## src/rtl/axi_burst_pkg.sv

```systemverilog
// Shared types and constants for the AXI burst slave: FSM states, response
// codes, burst encodings and the request legality check.
package axi_burst_pkg;

  typedef enum logic [2:0] {
    StIdle   = 3'd0,
    StWrData = 3'd1,
    StWrWait = 3'd2,
    StWrResp = 3'd3,
    StRdReq  = 3'd4,
    StRdWait = 3'd5,
    StRdData = 3'd6
  } axi_state_e;

  localparam logic [1:0] RESP_OKAY   = 2'b00;
  localparam logic [1:0] RESP_SLVERR = 2'b10;

  localparam logic [1:0] BURST_FIXED = 2'b00;
  localparam logic [1:0] BURST_INCR  = 2'b01;
  localparam logic [1:0] BURST_WRAP  = 2'b10;

  // Only full-width beats with FIXED or INCR bursts reach the system bus.
  function automatic logic req_bad(input logic [2:0] size, input logic [1:0] burst,
                                   input logic [2:0] full_size);
    return (size != full_size) || (burst == BURST_WRAP) || (burst == 2'b11);
  endfunction

endpackage

```

## src/rtl/axi_burst_addr_gen.sv

```systemverilog
// Beat-to-beat address step: INCR advances by one bus word, FIXED holds.
module axi_burst_addr_gen
  import axi_burst_pkg::*;
#(
  parameter int unsigned AXI_AW = 32,
  parameter int unsigned AXI_DW = 64
) (
  input  logic [AXI_AW-1:0] addr_i,
  input  logic [1:0]        burst_i,
  output logic [AXI_AW-1:0] next_addr_o
);

  localparam logic [AXI_AW-1:0] Step = AXI_AW'(AXI_DW / 8);

  always_comb begin
    next_addr_o = addr_i;
    if (burst_i == BURST_INCR) begin
      next_addr_o = addr_i + Step;
    end
  end

endmodule

```

## src/rtl/axi_burst_slave.sv

```systemverilog
// AXI3-style burst slave bridging one transaction at a time onto a simple
// strobed system bus with ack/err handshake and a per-beat timeout.
module axi_burst_slave
  import axi_burst_pkg::*;
#(
  parameter int unsigned AXI_DW = 64,
  parameter int unsigned AXI_AW = 32,
  parameter int unsigned AXI_IW = 8,
  parameter int unsigned TMO_W  = 5
) (
  input  logic                  axi_clk_i,
  input  logic                  axi_rstn_i,
  // AW
  input  logic [AXI_IW-1:0]     axi_awid_i,
  input  logic [AXI_AW-1:0]     axi_awaddr_i,
  input  logic [3:0]            axi_awlen_i,
  input  logic [2:0]            axi_awsize_i,
  input  logic [1:0]            axi_awburst_i,
  input  logic                  axi_awvalid_i,
  output logic                  axi_awready_o,
  // W
  input  logic [AXI_DW-1:0]     axi_wdata_i,
  input  logic [AXI_DW/8-1:0]   axi_wstrb_i,
  input  logic                  axi_wlast_i,
  input  logic                  axi_wvalid_i,
  output logic                  axi_wready_o,
  // B
  output logic [AXI_IW-1:0]     axi_bid_o,
  output logic [1:0]            axi_bresp_o,
  output logic                  axi_bvalid_o,
  input  logic                  axi_bready_i,
  // AR
  input  logic [AXI_IW-1:0]     axi_arid_i,
  input  logic [AXI_AW-1:0]     axi_araddr_i,
  input  logic [3:0]            axi_arlen_i,
  input  logic [2:0]            axi_arsize_i,
  input  logic [1:0]            axi_arburst_i,
  input  logic                  axi_arvalid_i,
  output logic                  axi_arready_o,
  // R
  output logic [AXI_IW-1:0]     axi_rid_o,
  output logic [AXI_DW-1:0]     axi_rdata_o,
  output logic [1:0]            axi_rresp_o,
  output logic                  axi_rlast_o,
  output logic                  axi_rvalid_o,
  input  logic                  axi_rready_i,
  // System bus
  output logic [AXI_AW-1:0]     sys_addr_o,
  output logic [AXI_DW-1:0]     sys_wdata_o,
  output logic [AXI_DW/8-1:0]   sys_sel_o,
  output logic                  sys_wen_o,
  output logic                  sys_ren_o,
  input  logic [AXI_DW-1:0]     sys_rdata_i,
  input  logic                  sys_err_i,
  input  logic                  sys_ack_i
);

  localparam int unsigned SW       = AXI_DW / 8;
  localparam logic [2:0]  FullSize = 3'($clog2(SW));

  axi_state_e          state_q, state_d;
  logic                live_q;
  logic [AXI_IW-1:0]   id_q, id_d;
  logic [AXI_AW-1:0]   addr_q, addr_d, next_addr;
  logic [3:0]          cnt_q, cnt_d;
  logic [1:0]          burst_q, burst_d;
  logic                bad_q, bad_d;
  logic                err_q, err_d;
  logic [TMO_W-1:0]    tmo_q, tmo_d;
  logic [AXI_DW-1:0]   wdata_q, wdata_d;
  logic [SW-1:0]       sel_q, sel_d;
  logic                wen_q, wen_d;
  logic [AXI_DW-1:0]   rdata_q, rdata_d;
  logic [1:0]          rresp_q, rresp_d;
  logic                tmo_exp, last_beat;

  assign tmo_exp   = (tmo_q == {TMO_W{1'b1}});
  assign last_beat = (cnt_q == 4'd0);

  axi_burst_addr_gen #(
    .AXI_AW (AXI_AW),
    .AXI_DW (AXI_DW)
  ) u_addr_gen (
    .addr_i      (addr_q),
    .burst_i     (burst_q),
    .next_addr_o (next_addr)
  );

  always_comb begin
    state_d = state_q;
    id_d    = id_q;
    addr_d  = addr_q;
    cnt_d   = cnt_q;
    burst_d = burst_q;
    bad_d   = bad_q;
    err_d   = err_q;
    tmo_d   = tmo_q;
    wdata_d = wdata_q;
    sel_d   = sel_q;
    wen_d   = 1'b0;
    rdata_d = rdata_q;
    rresp_d = rresp_q;

    case (state_q)
      StIdle: begin
        if (live_q && axi_awvalid_i) begin
          id_d    = axi_awid_i;
          addr_d  = axi_awaddr_i;
          cnt_d   = axi_awlen_i;
          burst_d = axi_awburst_i;
          bad_d   = req_bad(axi_awsize_i, axi_awburst_i, FullSize);
          err_d   = 1'b0;
          state_d = StWrData;
        end else if (live_q && axi_arvalid_i) begin
          id_d    = axi_arid_i;
          addr_d  = axi_araddr_i;
          cnt_d   = axi_arlen_i;
          burst_d = axi_arburst_i;
          bad_d   = req_bad(axi_arsize_i, axi_arburst_i, FullSize);
          state_d = StRdReq;
        end
      end
      StWrData: begin
        if (axi_wvalid_i) begin
          wdata_d = axi_wdata_i;
          sel_d   = axi_wstrb_i;
          wen_d   = !bad_q;
          tmo_d   = '0;
          if (axi_wlast_i != last_beat) err_d = 1'b1;
          state_d = StWrWait;
        end
      end
      StWrWait: begin
        if (bad_q || sys_ack_i || tmo_exp) begin
          if (bad_q || (sys_ack_i ? sys_err_i : tmo_exp)) err_d = 1'b1;
          if (last_beat) begin
            state_d = StWrResp;
          end else begin
            cnt_d   = cnt_q - 4'd1;
            addr_d  = next_addr;
            state_d = StWrData;
          end
        end else begin
          tmo_d = tmo_q + 1'b1;
        end
      end
      StWrResp: begin
        if (axi_bready_i) state_d = StIdle;
      end
      StRdReq: begin
        tmo_d   = '0;
        state_d = StRdWait;
      end
      StRdWait: begin
        if (bad_q || (!sys_ack_i && tmo_exp)) begin
          rdata_d = '0;
          rresp_d = RESP_SLVERR;
          state_d = StRdData;
        end else if (sys_ack_i) begin
          rdata_d = sys_rdata_i;
          rresp_d = sys_err_i ? RESP_SLVERR : RESP_OKAY;
          state_d = StRdData;
        end else begin
          tmo_d = tmo_q + 1'b1;
        end
      end
      StRdData: begin
        if (axi_rready_i) begin
          if (last_beat) begin
            state_d = StIdle;
          end else begin
            cnt_d   = cnt_q - 4'd1;
            addr_d  = next_addr;
            state_d = StRdReq;
          end
        end
      end
      default: state_d = StIdle;
    endcase
  end

  // live_q keeps the ready outputs low until the first clock after reset release.
  always_ff @(posedge axi_clk_i or negedge axi_rstn_i) begin
    if (!axi_rstn_i) begin
      state_q <= StIdle;
      live_q  <= 1'b0;
      id_q    <= '0;
      addr_q  <= '0;
      cnt_q   <= '0;
      burst_q <= '0;
      bad_q   <= 1'b0;
      err_q   <= 1'b0;
      tmo_q   <= '0;
      wdata_q <= '0;
      sel_q   <= '0;
      wen_q   <= 1'b0;
      rdata_q <= '0;
      rresp_q <= RESP_OKAY;
    end else begin
      state_q <= state_d;
      live_q  <= 1'b1;
      id_q    <= id_d;
      addr_q  <= addr_d;
      cnt_q   <= cnt_d;
      burst_q <= burst_d;
      bad_q   <= bad_d;
      err_q   <= err_d;
      tmo_q   <= tmo_d;
      wdata_q <= wdata_d;
      sel_q   <= sel_d;
      wen_q   <= wen_d;
      rdata_q <= rdata_d;
      rresp_q <= rresp_d;
    end
  end

  assign axi_awready_o = live_q && (state_q == StIdle);
  assign axi_arready_o = live_q && (state_q == StIdle) && !axi_awvalid_i;
  assign axi_wready_o  = (state_q == StWrData);
  assign axi_bvalid_o  = (state_q == StWrResp);
  assign axi_bresp_o   = (axi_bvalid_o && err_q) ? RESP_SLVERR : RESP_OKAY;
  assign axi_bid_o     = id_q;
  assign axi_rvalid_o  = (state_q == StRdData);
  assign axi_rdata_o   = rdata_q;
  assign axi_rresp_o   = axi_rvalid_o ? rresp_q : RESP_OKAY;
  assign axi_rlast_o   = axi_rvalid_o && last_beat;
  assign axi_rid_o     = id_q;

  assign sys_addr_o  = addr_q;
  assign sys_wdata_o = wdata_q;
  assign sys_sel_o   = sel_q;
  assign sys_wen_o   = wen_q;
  assign sys_ren_o   = (state_q == StRdReq) && !bad_q;

endmodule

```

## config.mk

```make
export PLATFORM = sky130hd
export DESIGN_NAME = axi_burst_slave
export DESIGN_NICKNAME = d
export VERILOG_FILES = /design/src/rtl/axi_burst_pkg.sv /design/src/rtl/axi_burst_addr_gen.sv /design/src/rtl/axi_burst_slave.sv
export SDC_FILE = /design/constraint.sdc
export NUM_CORES = 1
export LEC_CHECK = 0
export BUFFER_PORTS_ARGS = -buffer_cell sky130_fd_sc_hd__buf_2
export CORE_AREA = 3 3 171 173
export CTS_CLUSTER_SIZE = 25
export DETAILED_ROUTE_END_ITERATION = 10
export DIE_AREA = 0 0 174 176
export PLACE_DENSITY = 0.58
export REMOVE_ABC_BUFFERS = 1
export SYNTH_ARGS = -nofsm -noshare
export SYNTH_HDL_FRONTEND = slang
export SYNTH_SLANG_ARGS = --single-unit
```

## constraint.sdc

```tcl
create_clock -name axi_clk_i -period 2.7 [get_ports axi_clk_i]
set_clock_uncertainty 0.05 [all_clocks]
set_input_delay 0.135 -clock axi_clk_i [delete_from_list [all_inputs] [get_ports axi_clk_i]]
set_output_delay 0.135 -clock axi_clk_i [all_outputs]
set_load 0.005 [all_outputs]
```

* After elaboration in Yosys (flattened, before gate mapping) *
Cells that the tools add are included.

storage, ports and cells
  register bits = 196
  word-level logic and storage cells = 128
  output and inout bits = 196
  bits of input ports = 244

cells by class
  reduce and logical (&&, ||, !) cells = 33
  add/sub/neg operators = 3
  multiplexer cells = 51
  equal/unequal tests = 27

operators with widths
  cell                     number
  $mux W32                 6
  $mux W64                 2
  $pmux W32 S3             1
  $add A32 B4 Y32 const B  1
  $mux W3                  9
  $pmux W3 S7              1
  $mux W4                  5
  $mux W5                  4
  $pmux W5 S4              1
  $mux W2                  8
  $mux W8                  2
  $ne A2 B2 Y1 const B     7
  $pmux W4 S3              1
  $reduce_and A6 Y1        2
  $mux W1                  10
  $eq A3 B3 Y1 const B     3
  $eq A2 B2 Y1 const B     4
  $logic_and A1 B1 Y1      8
  $logic_or A1 B1 Y1       8
  $eq A3 B2 Y1 const B     2
  $ne A2 B1 Y1 const B     3
  $ne A3 B2 Y1 const B     2
  $ne A3 B3 Y1 const B     2
  $reduce_and A2 Y1        3
  15 further kinds         19

* Longest topological paths before layout *
  word-level depth = 6
  gate-level depth with buffers = 10
  mapped depth without buffers = 8

* Modules after synthesis *
Synthesis repeated with hierarchy kept, for this count alone.

second synthesis, totals
  cells, all modules = 892
  area total of the unflattened synthesis = 9564.2 um^2

by module, submodules not included
  module              area each (um^2)  seq. area each (um^2)  cells each  instances
  axi_burst_slave     8913.5            4879.7                 805         1
  axi_burst_addr_gen  650.6             0.0                    87          1

* Least setup slack after synthesis *
No wires, ideal clock.

  path kind = register to register
  from = reg tmo_q[0]
  to = reg tmo_q[3]
  required time = 2581 ps
  library setup time = 69 ps
  period minus slack after synthesis = 2306 ps
  cell stages (with the launch flop) = 9
  arrival time = 2187 ps
  buffers on the path = 0
  slack = 394 ps
  cell sequence = dfrtp_1 -> ha_1 -> and3_1 -> ha_1 -> nor4b_2 -> a31oi_1 -> o22a_2 -> or4_1 -> nand3_1

on the way
  word-level cells in the longest chain between the ends = 5
  elaborated cells between the ends (all ways) = 12
  those cells by class = 1 x add/sub; 3 x eq/ne; 4 x mux; 4 x reduce/logical

ends and longest elaborated chain
  element                                                                RTL line                source
  from (decl)                                                            axi_burst_slave.sv:69   logic [TMO_W-1:0] tmo_q, tmo_d;
  from (signal assigned)                                                 axi_burst_slave.sv:208  tmo_q <= tmo_d;
  parallel branches: the longest is 5 deep, another holds $add A5 B1 Y5  --

Parallel ways; which one is timed is not known. The select of a mux whose other input is x is not followed.
A chain may end at the register's enable or synchronous reset.

* Worst setup path after layout *
Same ends and word-level chain as after synthesis.

==> run_results.csv <==
group,metric,value,unit
placement,portBuffers,437,
status,outcome,"finished clean",
setup_path,start_kind,"flop",
final_layout,nNetsFinal,1776,
power_and_ir_drop,switching_share,0.3951,
setup_path,worstSetupPathType,"reg2reg",
flow_run,maxCapViolations,0,
clocking,numCtsBuffers,17,
global_route,gr-total-overflow,0,
timing,slew_violations,0,
power_and_ir_drop,p_leak,6.923,nW
power_and_ir_drop,intPower,8.864,mW
logic_synthesis,synth_area_per_cell,9.666,um2
floorplanning,fp.dieW,174,um
floorplanning,rows,61,
logic_synthesis,syn_inst,951,
logic_synthesis,synth_ff_type,"dfrtp_1",
timing,fin_crit,2.496,ns
timing,rsz0062_at_grt,"false",
drt,wl_per_cell,17.46,um
drt,drt_first_pass_iters,5,
global_route,grt_pass1_vias,9275,
timing,fmax,0.4007,GHz
power_and_ir_drop,vdd_drop_max,0.3959,mV
clocking,cts_tree,"built",
clocking,htree_levels,4,
logic_synthesis,synth_area_leaders,"dfrtp_1, nand2_1, mux2_2, o21ai_0, a21oi_1",
logic_synthesis,syn_area,9193,um2
drt,ant_nets,0,
setup_path,worstPathMaxFanout,9,
timing,fin_crit_sh,0.9243,
setup_path,worstPathArrival,2.81,ns
global_route,antenna_found_initial,1,
power_and_ir_drop,power.density,1036,nW/um2
logic_synthesis,synthArstFlopShare,1.000,
global_route,track_usage,0.2141,
clocking,path_clk_slew,0.09,ns
logic_synthesis,synth-edff-count,0,
floorplanning,chipHeight,176,um
power_and_ir_drop,p_sw,5.790,mW
global_route,grt_max_degree,73,
timing,setup_tns,0,ns
drt,drc,0,
logic_synthesis,synth_cell_type_count,58,
placement,gp_congestion,0.8283,
clocking,clockBufferDepth,2,
floorplanning,die-area,30620,um2
min_path,hp-class,"in2reg",
timing,hold_viol,0,
final_layout,area_delta_synth_final,53.94,%
drt,via_per_inst,4.803,
setup_path,required,3.01,ns
logic_synthesis,yosysSeqAreaShare,0.5308,
final_layout,drive_above_1_share,0.3835,
final_layout,regArea,4880,um2
timing,slew_headroom,0.5276,
global_route,grt_pass1_wl,52460,um
power_and_ir_drop,power,14.65,mW
logic_synthesis,synth_top_area_frac,0.5308,
clocking,root_buffer,"clkbuf_16",
clocking,clock_latency,0.43,ns
logic_synthesis,synth_top_area_cell,"dfrtp_1",
drt,drt_iter0_drc,500,
placement,hpwlAfterDp,23350,um
power_and_ir_drop,p_seq_frac,0.368,
final_layout,fillers,2578,
logic_synthesis,yosysWarnings,0,
power_and_ir_drop,combPwrFrac,0.451,
timing,worstMarginPinSlew,0.7032,ns
floorplanning,core,27780,um2
drt,drt_wl_total,33530,um
clocking,clock_sinks,195,
setup_path,endpoint_kind,"flop",
final_layout,multiInputGateArea,3931,um2
logic_synthesis,ys_seq_elements,195,
power_and_ir_drop,power.clock.fraction,0.181,
floorplanning,initial_core_util,0.3309,
timing,finalSetupViolations,0,
drt,via_count,9221,
floorplanning,io_pins,440,
==> area by class of cell <==
cell class / instances / share of cell area
inverter: 8 / 0.002122
sequential: 195 / 0.3448
multi-input combinational: 674 / 0.2778
antenna: 1 / 0.0001768
clock inverter: 15 / 0.01406
clock buffer: 17 / 0.03006
timing repair buffer: 632 / 0.2975
tap: 378 / 0.03342
==> through the flow <==
step | util | instance area (um2) | hold slack [ns] | cells | setup WS (ns)
2_1_floorplan | - | 8800 | -0.2106 | 877 | -1.245
3_3_place_gp | 0.4273 | 11870 | 0.1226 | 1722 | 0.07415
3_5_place_dp | 0.4273 | 11870 | 0.1224 | 1722 | 0.05528
4_1_cts | 0.5092 | 14150 | 0.01625 | 1919 | 0.03750
5_1_grt | 0.5094 | 14150 | 0.05742 | 1920 | 0.05119
6_report | 0.5094 | 14150 | 0.04219 | 1920 | 0.2043
==> cells by family (layout without fill, tap and decap cells) <==
group / count (synthesis) / in the layout / share of synthesized area
AND/OR/NAND/NOR: 376 / 376 / 0.1821
AO/OA/AOI/OAI: 209 / 209 / 0.1354
flip-flops: 195 / 195 / 0.5308
buffers and inverters: 83 / 672 / 0.04641
multiplexers: 81 / 81 / 0.09800
adder cells (fa/ha/maj): 4 / 4 / 0.005445
other: 2 / 4 / 0.0008170
XOR/XNOR: 1 / 1 / 0.0009529
==> synthesized netlist by cell type, drive strengths merged, types with 4 or more instances <==
| cell type | number |
|---|---|
| or3 | 4 |
| o21ai | 101 |
| o22a | 8 |
| nand4 | 12 |
| ha | 4 |
| nor2 | 27 |
| o31ai | 4 |
| clkbuf | 34 |
| dfrtp | 195 |
| inv | 8 |
| mux2i | 9 |
| nand2 | 247 |
| and3 | 11 |
| and2 | 4 |
| a31oi | 14 |
| mux2 | 72 |
| a2bb2oi | 13 |
| nand3 | 41 |
| nor3 | 8 |
| nor2b | 6 |
| nor4 | 5 |
| buf | 41 |
| a21oi | 49 |
==> registers in the layout, summed over array words and instances, names as in the netlist <==
signal and count:
sys_sel_o 8, tmo_q 5, err_q 1, state_q 3, live_q 1, bad_q 1, cnt_q 4, rresp_q 1
sys_addr_o 32, sys_wdata_o 64, burst_q 2, axi_rdata_o 64, sys_wen_o 1, axi_bid_o 8
==> cell usage in the layout (no fill, tap or decap), types with 6 or more instances in the layout <==
cell type | synthesis | layout
nor3_1 | 8 | 8
dfrtp_1 | 195 | 195
nand2_1 | 247 | 246
and3_1 | 11 | 9
a2bb2oi_1 | 13 | 13
a21oi_1 | 49 | 48
nand3_1 | 41 | 40
clkbuf_16 | 0 | 17
a31oi_1 | 14 | 14
nand4_1 | 11 | 11
clkinv_8 | 0 | 6
buf_2 | 11 | 436
mux2_2 | 72 | 72
nor2_1 | 27 | 27
mux2i_1 | 9 | 9
buf_12 | 0 | 11
o22a_1 | 7 | 7
dlygate4sd3_1 | 0 | 165
inv_1 | 7 | 7
buf_4 | 21 | 19
o21ai_0 | 100 | 100
==> routing by layer <==
layer	vias up	routed length, um	GRT usage
met2	388	16440	0.3623
met5	-	0	0
met3	59	2323	0.05032
li1	4440	-	-
met4	0	1227	0.08646
met1	4334	13530	0.2648
==> worst max-delay path, cell delays in order (launching register included) <==
cell and delay, ns:
dfrtp_1 0.42, ha_1 0.23, and3_1 0.19, ha_1 0.25, nor4b_2 0.34, a31oi_1 0.08
o22a_2 0.28, or4_1 0.51, nand3_1 0.09
==> repair_timing <==
item                       in CTS  in global routing
hold buffers                  165                  0
gates resized for setup         0                  1
setup endpoints to repair       0                 16
hold endpoints to repair      211                  0
setup buffers                   0                  0
==> power by group through the flow <==
stage	registers [mW]	clock network (mW)	logic [mW]
floorplan	5.45	0	3.04
global placement	5.35	0	6.21
detailed placement	5.40	0	6.30
CTS	5.35	2.74	6.62
global route	5.60	2.83	7.27
finish	5.39	2.66	6.61
==> final timing paths <==
path | cells past startpoint | endpoint | startpoint | slack (ns)
max | 8 | tmo_q[3] | tmo_q[0] | 0.20
min | 5 | sys_addr_o[21] | axi_araddr_i[21] | 0.04
max reg2reg | 8 | tmo_q[3] | tmo_q[0] | 0.20
min reg2reg | 2 | axi_rdata_o[44] | axi_rdata_o[44] | 0.42
max in group asynchronous | 3 | axi_rdata_o[6] | axi_rstn_i | 1.56
min in group asynchronous | 2 | sys_wdata_o[32] | axi_rstn_i | 0.21
Note: power is estimated with default switching activity, not from simulation.
